$ cat src/rtl/hazard_unit.sv
// Load-use stall and operand-forwarding detector for the 3-bit register core.
// Optional saturating hazard statistics counters are built when HAZARD_STATS_EN is defined.
module hazard_unit #(
  parameter int CNT_W = 16
) (
  input  logic             clk,
  input  logic             rst_n,
  input  logic [2:0]       rs1,
  input  logic [2:0]       rs2,
  input  logic [2:0]       ex_rd,
  input  logic             ex_reg_write,
  input  logic             ex_mem_read,
  input  logic [2:0]       mem_rd,
  input  logic             mem_reg_write,
  output logic             stall,
  output logic [1:0]       forward_a,
  output logic [1:0]       forward_b
`ifdef HAZARD_STATS_EN
  ,
  output logic [CNT_W-1:0] stall_count,
  output logic [CNT_W-1:0] fwd_count
`endif
);

  localparam logic [1:0] FWD_RF  = 2'b00;
  localparam logic [1:0] FWD_EX  = 2'b10;
  localparam logic [1:0] FWD_MEM = 2'b01;

  logic       ex_live;
  logic       mem_live;
  logic       stall_raw;
  logic [2:0] rs_sel  [2];
  logic [1:0] fwd_sel [2];
  logic [1:0] ex_hit;
  logic [1:0] mem_hit;

  // A destination of register 0 never produces a value worth matching.
  assign ex_live  = ex_reg_write && (ex_rd != 3'd0);
  assign mem_live = mem_reg_write && (mem_rd != 3'd0);

  assign stall_raw = ex_live && ex_mem_read && ((ex_rd == rs1) || (ex_rd == rs2));
  assign stall     = rst_n && stall_raw;

  assign rs_sel[0] = rs1;
  assign rs_sel[1] = rs2;

  genvar gi;
  generate
    for (gi = 0; gi < 2; gi++) begin : g_operand
      assign ex_hit[gi]  = ex_live && (ex_rd == rs_sel[gi]);
      assign mem_hit[gi] = mem_live && (mem_rd == rs_sel[gi]);

      // EX is the youngest producer, so it wins over MEM.
      always_comb begin
        fwd_sel[gi] = FWD_RF;
        if (rst_n && !stall_raw) begin
          if (ex_hit[gi]) begin
            fwd_sel[gi] = FWD_EX;
          end else if (mem_hit[gi]) begin
            fwd_sel[gi] = FWD_MEM;
          end
        end
      end
    end
  endgenerate

  assign forward_a = fwd_sel[0];
  assign forward_b = fwd_sel[1];

`ifdef HAZARD_STATS_EN
  logic [CNT_W-1:0] stall_count_q, stall_count_d;
  logic [CNT_W-1:0] fwd_count_q, fwd_count_d;
  logic             fwd_any;

  assign fwd_any = (forward_a != FWD_RF) || (forward_b != FWD_RF);

  always_comb begin
    stall_count_d = stall_count_q;
    fwd_count_d   = fwd_count_q;
    if (!rst_n) begin
      stall_count_d = '0;
      fwd_count_d   = '0;
    end else begin
      if (stall && !(&stall_count_q)) begin
        stall_count_d = stall_count_q + 1'b1;
      end
      if (fwd_any && !(&fwd_count_q)) begin
        fwd_count_d = fwd_count_q + 1'b1;
      end
    end
  end

  always_ff @(posedge clk) begin
    stall_count_q <= stall_count_d;
    fwd_count_q   <= fwd_count_d;
  end

  assign stall_count = stall_count_q;
  assign fwd_count   = fwd_count_q;
`else
  // Without statistics the block is purely combinational and has no use for the clock.
  logic unused_clk;
  logic [31:0] unused_cnt_w;
  assign unused_clk   = clk;
  assign unused_cnt_w = CNT_W;
`endif

endmodule

$ cat config.mk
export PLATFORM = sky130hd
export DESIGN_NAME = hazard_unit
export DESIGN_NICKNAME = d
export VERILOG_FILES = /design/src/rtl/hazard_unit.sv
export SDC_FILE = /design/constraint.sdc
export NUM_CORES = 1
export LEC_CHECK = 0
export ABC_AREA = 1
export BUFFER_PORTS_ARGS = -buffer_cell sky130_fd_sc_hd__buf_4
export CORE_AREA = 2 2 39 41
export DETAILED_ROUTE_END_ITERATION = 16
export DIE_AREA = 0 0 41 43
export PLACE_DENSITY = 0.5
export SETUP_SLACK_MARGIN = 0.5
export SYNTH_ARGS = -nofsm -noshare
export SYNTH_HDL_FRONTEND = slang
export SYNTH_SLANG_ARGS = --single-unit
$ cat constraint.sdc
create_clock -name vclk -period 0.8
set_clock_uncertainty 0.05 [all_clocks]
set_input_delay 0.08 -clock vclk [all_inputs]
set_output_delay 0.08 -clock vclk [all_outputs]
set_load 0.03 [all_outputs]
Word-level counts from Yosys, hierarchy flattened --
Index checks and enable logic that the tools add are counted.
Storage, ports and cells: bits in registers 0, output and inout port bits 5
Operators by class: eq/ne operators 4, multiplexer cells 6, reduce and logical (&&, ||, !) cells 14
Operators by type and width (count):
- equality test 3 bit | 4
- logical AND 1 bit | 10
- two-way mux 2 bit | 4
- nonzero test 3 bit | 2
- two-way mux 1 bit | 2
- logical NOT 1 bit | 1
- logical OR 1 bit | 1

Logic depth before layout (Yosys ltp) --
depth in word-level cells 7, depth in mapped cells 8, mapped depth without buffers 8

Least setup slack after synthesis --
No wires, ideal clock.
kind input to output, from input port ex_rd[0], to output port forward_a[0], arrival time 0.936 ns, data required time 0.670 ns, slack -0.266 ns, cell stages on the path 6, path buffers 0, path through nor2_1 a21boi_2 and2_1 nand2_2 nand2_2 nor2_1
On the way: word-level cells in the longest chain between the ends 7, elaborated cells between the ends (all ways) 12
Ends and longest elaborated chain:
- start: declaration | line 10 | input logic [2:0] ex_rd,
- nonzero test 3 bit | line 38 | assign ex_live = ex_reg_write && (ex_rd != 3'd0);
- logical AND 1 bit | line 38
- logical AND 1 bit (2 in a row) | line 41 | assign stall_raw = ex_live && ex_mem_read && ((ex_rd == rs1) || (ex_rd == rs2));
- logical NOT 1 bit | line 56 | if (rst_n && !stall_raw) begin
- logical AND 1 bit | line 56
- two-way mux 2 bit (*) | line 56
- end: declaration | line 16 | output logic [1:0] forward_a,
Mark *: on every way between the ends. The rest lies on a longest branch, timed or not.

Worst setup path after layout --
from input port rs2[2], to output port forward_b[0]
On the way: word-level cells in the longest chain between the ends 6, elaborated cells between the ends (all ways) 11
Ends and longest elaborated chain:
- start: declaration | line 9 | input logic [2:0] rs2,
- equality test 3 bit | line 41, 50
- logical OR 1 bit | line 41
- logical AND 1 bit | line 41
- logical NOT 1 bit | line 56
- logical AND 1 bit | line 56
- two-way mux 2 bit (*) | line 56
- end: declaration | line 17 | output logic [1:0] forward_b
Marked as above.

==> results.py <==
metrics = {
    "floorplanning": {
        "start_util_pct": 18.3,
        "ioPinCount": 22,
        "die_x_um": 41,
        "core_mm2": 0.00138,
        "fp.dieH_um": 43,
        "dieArea_mm2": 0.00176,
        "fp-row-count": 14,
    },
    "detailed_routing": {
        "viasPerCell": 4.37,
        "detail_route.first_pass.iterations": 2,
        "routed_wl_um": 784,
        "ant_nets": 0,
        "drt-initial-drc-count": 1,
        "wire_per_inst_um": 9.01,
        "drc_errors": 0,
        "num_vias": 380,
    },
    "cells_and_area": {
        "seq_area_um2": 0,
        "nNetsFinal": 90,
        "finish.instance_area_um2": 633,
        "area_growth_pct": 150,
        "drive_above_1_share_pct": 76.1,
        "multiInputGateArea_um2": 382,
        "fin_cells": 87,
        "clock_buffers": 0,
        "nFillCells": 152,
        "num_antenna_cells": 0,
        "nFlopsAndLatches": 0,
    },
    "synth": {
        "ys_types": 10,
        "synth.most_common_cell": "nand2_1",
        "synth_commonest_cells": "15 x nand2_1, 8 x nor2_1, 8 x xnor2_1",
        "syn_avg_cell_area_um2": 5.16,
        "synth_top_area_cell": "xnor2_1",
        "synth_nets": 66,
        "ys_top_cells_by_area": "xnor2_1 28%, nand2_1 22%, nor2_1 12%",
        "synth_top_area_share_pct": 27.7,
        "yosysWarnings": 0,
        "seq_area_frac_synth_pct": 0,
        "syn_area_um2": 253,
        "syn_inst": 49,
    },
    "place": {
        "place_inst": 87,
        "gp_congestion": 0.713,
        "port_buffers": 21,
        "placedInstanceArea_um2": 483,
    },
    "power_and_ir_drop": {
        "power_density_mw_per_mm2": 513,
        "peakVddDrop_uv": 217,
        "p_leak_nw": 0.296,
    },
    "timing": {
        "tns_ps": -1140,
        "maxSlewViolCount": 0,
        "slew_headroom_pct": 83.8,
        "hold_viol": 0,
        "rsz0062_at_grt": "yes",
        "setup_ws_ps": -246,
        "max_freq_mhz": 956,
        "tightestPinTransition_ps": 241,
        "fin_crit_ps": 1050,
        "finalSetupViolCount": 5,
        "post-route-period-util_pct": 131,
        "timing.hold.ws_ps": 466,
    },
    "flow_run": {
        "cap_violations": 0,
    },
    "clock_tree": {
        "cts_hold_buf": 0,
    },
    "min_path": {
        "hold_depth": 4,
        "hold_path_class": "in2out",
    },
    "setup_path": {
        "critPathKind": "in2out",
        "worstPathMaxFanout": 4,
        "cp_data_required_time_ps": 670,
        "crit_arrival_ps": 920,
        "cp-end-kind": "output pin",
        "worst_setup_path_start_kind": "primary input",
    },
    "global_route": {
        "grt_overflow_total": 0,
        "grt_max_degree": 5,
        "grt_pass1_vias": 321,
        "grt_pass1_wl_um": 1150,
        "antenna_found_initial": 0,
        "track_usage_pct": 8.70,
    },
    "run_status": {
        "outcome": "finished with violations",
        "violations": "setup timing",
    },
}
==> kinds of logic after synthesis <==
group | count (synthesis) | synth area share (%)
and+or+nand+nor | 32 | 54.5
xor gates and xnor gates | 8 | 27.7
buffers and inverters | 7 | 10.4
AOI/OAI and AO/OA | 2 | 7.43
==> metrics by stage <==
stage	power, W	util (%)	setup WS [ps]
finish	0.000325	45.8	-246
global route	0.000349	45.8	-297
CTS	0.000256	38.2	-281
detailed placement	0.000234	34.9	-331
global placement	0.000233	34.9	-327
floorplan	0.000125	-	-88.1
==> cell usage in the layout (no fill, tap or decap) <==
cell type | Yosys | layout
buf_4 | 0 | 14
nand2_2 | 2 | 9
nand2_1 | 15 | 6
buf_6 | 0 | 6
nor2_4 | 0 | 5
xnor2_2 | 0 | 4
inv_2 | 0 | 4
xnor2_1 | 8 | 3
nand3_1 | 4 | 2
nor2_1 | 8 | 2
inv_1 | 7 | 2
nand4_1 | 2 | 2
nand3_2 | 0 | 2
buf_8 | 0 | 2
o31ai_2 | 0 | 1
inv_4 | 0 | 1
a21boi_4 | 0 | 1
xnor2_4 | 0 | 1
and2_4 | 0 | 1
nand2_4 | 0 | 1
nand2_8 | 0 | 1
nor2_2 | 0 | 1
==> area by class of cell <==
cell class / instances / area share (%)
multi-input cells: 42 / 60.3
inverters: 7 / 4.55
well taps: 16 / 3.16
repair buffers: 22 / 32.0
==> per-layer routing <==
| metal | vias to the layer above | share of wire, % | track usage (%) |
|---|---|---|---|
| met4 | 0 | 0 | 0 |
| met1 | 173 | 39 | 10.5 |
| li1 | 198 | - | - |
| met3 | 0 | 5.4 | 0 |
| met2 | 9 | 56 | 16.9 |
| met5 | - | 0 | 0 |
==> power by group <==
group | internal [W] | switching (W) | leakage, nW | total, W
combinational | 0.000169 | 0.000157 | 0.296 | 0.000325
sequential | 0 | 0 | 0 | 0
clock | 0 | 0 | 0 | 0
total | 0.000169 | 0.000157 | 0.296 | 0.000325
==> final timing paths <==
kind	end	slack, ps	startpoint
setup / recovery	forward_b[0]	-250	rs2[2]
hold / removal	stall	470	rst_n
==> critical path, stage by stage <==
cell	delay [ps]
buf_4	130
nand2_1	80
nand2_2	70
nand3_2	70
nand2_2	70
nand2_4	100
nand2_8	80
nor2_4	110
buf_6	130
==> timing repair <==
| item | 4_1_cts | 5_1_grt |
|---|---|---|
| pin swaps | 8 | 20 |
| setup endpoints to repair | 5 | 5 |
| gates cloned | 0 | 0 |
| setup buffers | 0 | 0 |
| resized for setup | 10 | 27 |
No activity file was read; power rests on OpenSTA's default activity.
